$ cat config.mk
export PLATFORM = sky130hd
export DESIGN_NAME = sort_frame_collector
export DESIGN_NICKNAME = d
export VERILOG_FILES = /design/src/rtl/sort_frame_collector.sv
export SDC_FILE = /design/constraint.sdc
export NUM_CORES = 1
export LEC_CHECK = 0
export CAP_MARGIN = 10
export CORE_ASPECT_RATIO = 0.7
export CORE_UTILIZATION = 30
export CTS_CLUSTER_SIZE = 20
export DETAILED_ROUTE_END_ITERATION = 7
export PLACE_DENSITY = 0.62
export SLEW_MARGIN = 25
export SYNTH_ARGS = -nofsm -noshare
export SYNTH_HDL_FRONTEND = slang
export SYNTH_SLANG_ARGS = --single-unit
$ cat constraint.sdc
create_clock -name clk -period 1.8 [get_ports clk]
set_clock_uncertainty 0.1 [all_clocks]
set_input_delay 0.27 -clock clk [delete_from_list [all_inputs] [get_ports clk]]
set_output_delay 0.27 -clock clk [all_outputs]
set_load 0.05 [all_outputs]
$ cat src/rtl/sort_frame_collector.sv
`default_nettype none
// ============================================================================
// Module      : sort_frame_collector
// Description : Collects a serial valid/ready byte stream into frames of five
//               lanes for the five-lane compare-exchange sorter. Short frames
//               (terminated by in_last) are padded with PAD_VALUE. A complete
//               frame is held stable on a0..a4 until out_ready is seen.
// Ports       : clk, rst_n            - clock, synchronous active-low reset
//               in_data/in_valid/
//               in_last/in_ready      - upstream element stream
//               a0..a4, out_count     - registered frame lanes / real count
//               out_valid/out_ready   - downstream frame handshake
//               frame_cnt             - frames handed off since reset (wraps)
// Revision    : 1.0 - initial release
// ============================================================================
module sort_frame_collector #(
  parameter int                 WIDTH     = 8,
  parameter logic [WIDTH-1:0]   PAD_VALUE = 8'hFF,
  parameter int                 CNT_WIDTH = 16
) (
  input  logic                 clk,
  input  logic                 rst_n,
  input  logic [WIDTH-1:0]     in_data,
  input  logic                 in_valid,
  input  logic                 in_last,
  output logic                 in_ready,
  output logic [WIDTH-1:0]     a0,
  output logic [WIDTH-1:0]     a1,
  output logic [WIDTH-1:0]     a2,
  output logic [WIDTH-1:0]     a3,
  output logic [WIDTH-1:0]     a4,
  output logic [2:0]           out_count,
  output logic                 out_valid,
  input  logic                 out_ready,
  output logic [CNT_WIDTH-1:0] frame_cnt
);

  typedef enum logic {
    FILL = 1'b0,
    HOLD = 1'b1
  } state_t;

  localparam logic [2:0] C_LAST_IDX = 3'd4;

  state_t                   state_q, state_d;
  logic [2:0]               idx_q, idx_d;
  logic [4:0][WIDTH-1:0]    lane_q, lane_d;
  logic [2:0]               count_q, count_d;
  logic [CNT_WIDTH-1:0]     fcnt_q, fcnt_d;
  logic                     w_accept;

  // in_ready also gated by rst_n so nothing is taken while reset is asserted.
  assign in_ready  = rst_n && (state_q == FILL);
  assign out_valid = (state_q == HOLD);
  assign w_accept  = in_valid && in_ready;

  always_comb begin
    state_d = state_q;
    idx_d   = idx_q;
    lane_d  = lane_q;
    count_d = count_q;
    fcnt_d  = fcnt_q;
    case (state_q)
      FILL: begin
        if (w_accept) begin
          lane_d[idx_q] = in_data;
          if ((idx_q == C_LAST_IDX) || in_last) begin
            // Pad every lane above the final element in the same edge, so the
            // frame is complete the cycle out_valid rises.
            for (int i = 0; i < 5; i++) begin
              if (3'(i) > idx_q) begin
                lane_d[i] = PAD_VALUE;
              end
            end
            count_d = idx_q + 3'd1;
            state_d = HOLD;
          end else begin
            idx_d = idx_q + 3'd1;
          end
        end
      end
      HOLD: begin
        if (out_ready) begin
          fcnt_d  = fcnt_q + 1'b1;
          idx_d   = 3'd0;
          state_d = FILL;
        end
      end
      default: state_d = FILL;
    endcase
  end

  always_ff @(posedge clk) begin
    if (!rst_n) begin
      state_q <= FILL;
      idx_q   <= 3'd0;
      lane_q  <= '0;
      count_q <= 3'd0;
      fcnt_q  <= '0;
    end else begin
      state_q <= state_d;
      idx_q   <= idx_d;
      lane_q  <= lane_d;
      count_q <= count_d;
      fcnt_q  <= fcnt_d;
    end
  end

  assign a0        = lane_q[0];
  assign a1        = lane_q[1];
  assign a2        = lane_q[2];
  assign a3        = lane_q[3];
  assign a4        = lane_q[4];
  assign out_count = count_q;
  assign frame_cnt = fcnt_q;

endmodule
`default_nettype wire

==> flow_metrics.tcl <==
set metrics [dict create \
    grt_antenna_before_repair 0 \
    max_stage_delay_ns 0.54 \
    worst_r2r_startpoint "idx_q[1]" \
    cts_root_buf "clkbuf_16" \
    drt_iter0_markers 107 \
    grt_start_max_net_pins 22 \
    start_util 0.3107 \
    startpoint_type "primary input" \
    p_int_mw 2.778 \
    p_leak_nw 1.698 \
    ys_seq_area_frac 0.4768 \
    fillers 858 \
    hold_violations 0 \
    crit_slowest_cell "clkdlybuf4s50_1" \
    cts_setup_buffers 0 \
    synth_common_cells "63 x dfxtp_1, 37 x nand2_1, 34 x nand3_1" \
    path_max_fanout 8 \
    final_core_util 0.4541 \
    drive_above_1_share 0.2980 \
    p_per_area_mw_per_mm2 1016 \
    hold_slack_ns 0.3532 \
    avgRoutedWirePerCell_um 13.87 \
    power_frac_comb 0.176 \
    drc 0 \
    firstDrtPassIters 4 \
    power_mw 3.929 \
    fp.coreArea_mm2 0.008513 \
    grt_pass1_wl_um 10890 \
    slew_headroom 0.7445 \
    die_w_um 114.2 \
    p_switching_mw 1.151 \
    cp-endpoint "a2[5]" \
    ys_types 42 \
    dieArea_mm2 0.009202 \
    synth_top_cell_by_area "dfxtp_1" \
    syn_to_final_growth_pct 46.17 \
    cts_resized 0 \
    finalInstanceArea_mm2 0.003866 \
    syn_inst 291 \
    synth_area_per_cell_um2 9.089 \
    switching_share 0.2930 \
    r2r_cells 5 \
    clkPwrFrac 0.434 \
    timing.rr.end "a2[5]" \
    globalRouteTotalUtil 0.1570 \
    vdd_ir_drop_max_mv 0.4486 \
    ios 74 \
    h-tree-depth 3 \
    period_needed_ns 1.658 \
    synth_top_area_share 0.4768 \
    tns_ns 0 \
    postPlaceCellArea_mm2 0.003573 \
    fmax_mhz 603.0 \
    cp_data_required_time_ns 1.90 \
    grt_pass1_vias 2108 \
    synth_nets 308 \
    ys.flop_type "dfxtp_1" \
    n_antenna_cell 0 \
    drv_slew 0 \
    hold_buffers 0 \
    routed_wirelength_um 7156 \
    worst_pin_slew_ns 0.3827 \
    via_per_inst 4.686 \
    critPathLaunch "in_valid" \
    post-route-period-util 0.9214 \
    yosysMostFrequentCell "dfxtp_1" \
    synth-edff-count 0 \
    status "completed" \
    endpoint_kind "flop" \
    num_rows 28 \
    critPathArrivalTime_ns 1.76 \
    num_vias 2418 \
    yosysWarnings 0 \
    crit_path_frequent_cell "nand3_1" \
    dp_hpwl_um 5144 \
    hold_path_class "flop to flop" \
    io_buffers 73 \
    crit_type "primary input to flop" \
    crit_path_cell_trace "clkdlybuf4s50_1, nand4b_1, or3_1, nand3_1, nand3_1" \
    clk_pin_slew_ns 0.05 \
    ant_nets 0 \
    cap_violations 0 \
    synth_seq_cells 63 \
    synth.area.top_cells "dfxtp_1 48%, mux2i_1 6.4%, nand3_1 6.4%, nand2_1 5.3%, a21oi_1 5.1%" \
    p_seq_frac 0.390 \
    numCtsBuffers 9 \
    clockBufferDepth 2 \
    rrSetupSlack_ns 0.15 \
    insertion_delay_ns 0.33 \
    async_reset_ff_frac 0 \
    die_height_um 80.56 \
    overflow 0 \
    syn_area_mm2 0.002645 \
    setup_viol 0 \
    cts_tree "yes" \
    place.gp.congestion 0.7961 \
    num-nets-final 408 \
    clkSinkCount 63 \
    rsz0062_at_grt "no" \
]
[through the flow]
step / worst slack [ns] / std cells
global route: 0.03597 / 516
detailed placement: -0.2602 / 500
CTS: 0.01947 / 516
floorplan: 0.01101 / 291
global placement: -0.2358 / 500
finish: 0.1415 / 516
[layout by cell type (no fill, tap or decap), types with 3 or more instances in the layout]
cell type	instances
a21oi_1	27
a2bb2oi_1	8
and2_1	4
and3_1	3
buf_4	92
clkbuf_16	9
clkdlybuf4s50_1	11
clkinv_2	3
dfxtp_1	61
ha_1	4
inv_1	5
mux2i_1	17
nand2_1	37
nand2b_1	4
nand3_1	34
nand4_1	5
nor2_1	14
nor3_1	4
o21ai_0	4
o41ai_1	3
or3_1	5
xnor2_1	5
xor2_1	6
[final cells by class]
cell class              instances  area, µm²  area share
clock buffers                  10      229.0     0.05922
clock inverters                 6      61.31     0.01586
inverters                       5      18.77    0.004854
multi-input cells             206       1290      0.3337
flip-flops and latches         63       1264      0.3269
well taps                     120      150.1     0.03883
repair buffers                106      853.3      0.2207
[flip-flops by register name, summed over array words and instances (netlist names)]
signal and count:
idx_q 3, out_valid 1, a3 8, a2 8, frame_cnt 16, out_count 3, a1 8, a4 8
a0 8
[critical path, delay by kind of cell]
family	cells	cell delay (ns)
simple gates	4	0.94
buf+inv	1	0.54
[metal layers]
metal  vias up  global-route usage  wire, µm
met1      1131              0.2192      3710
met4         0             0.03506        28
li1       1233                   -         -
met3         4             0.06566       388
met2        50              0.2206      3030
met5         -                   0         0
[power by group through the flow]
stage          logic (mW)  clock network (mW)  registers [mW]
6_report            0.693                1.71            1.53
5_1_grt             0.731                1.80            1.54
4_1_cts             0.698                1.74            1.53
3_5_place_dp        0.697                   0            1.56
3_3_place_gp        0.690                   0            1.56
2_1_floorplan       0.153                   0            1.84
[how the worst min path moves through the flow]
stage                from  endpoint  slack [ns]  cells past startpoint
2_1_floorplan  in_data[0]     a2[0]        0.29                      2
3_3_place_gp        a0[4]     a0[4]        0.35                      2
3_5_place_dp        a0[4]     a0[4]        0.35                      2
4_1_cts             a0[4]     a0[4]        0.36                      2
5_1_grt             a0[4]     a0[4]        0.38                      2
6_report            a0[2]     a0[2]        0.35                      2
[logic make-up after synthesis]
group / share of synthesized area
fa+ha+maj: 0.01892
simple gates: 0.2512
xor+xnor: 0.03642
mux: 0.06433
compound gates: 0.1168
flops: 0.4768
buf+inv: 0.03548
No activity file was read; power rests on OpenSTA's default activity.
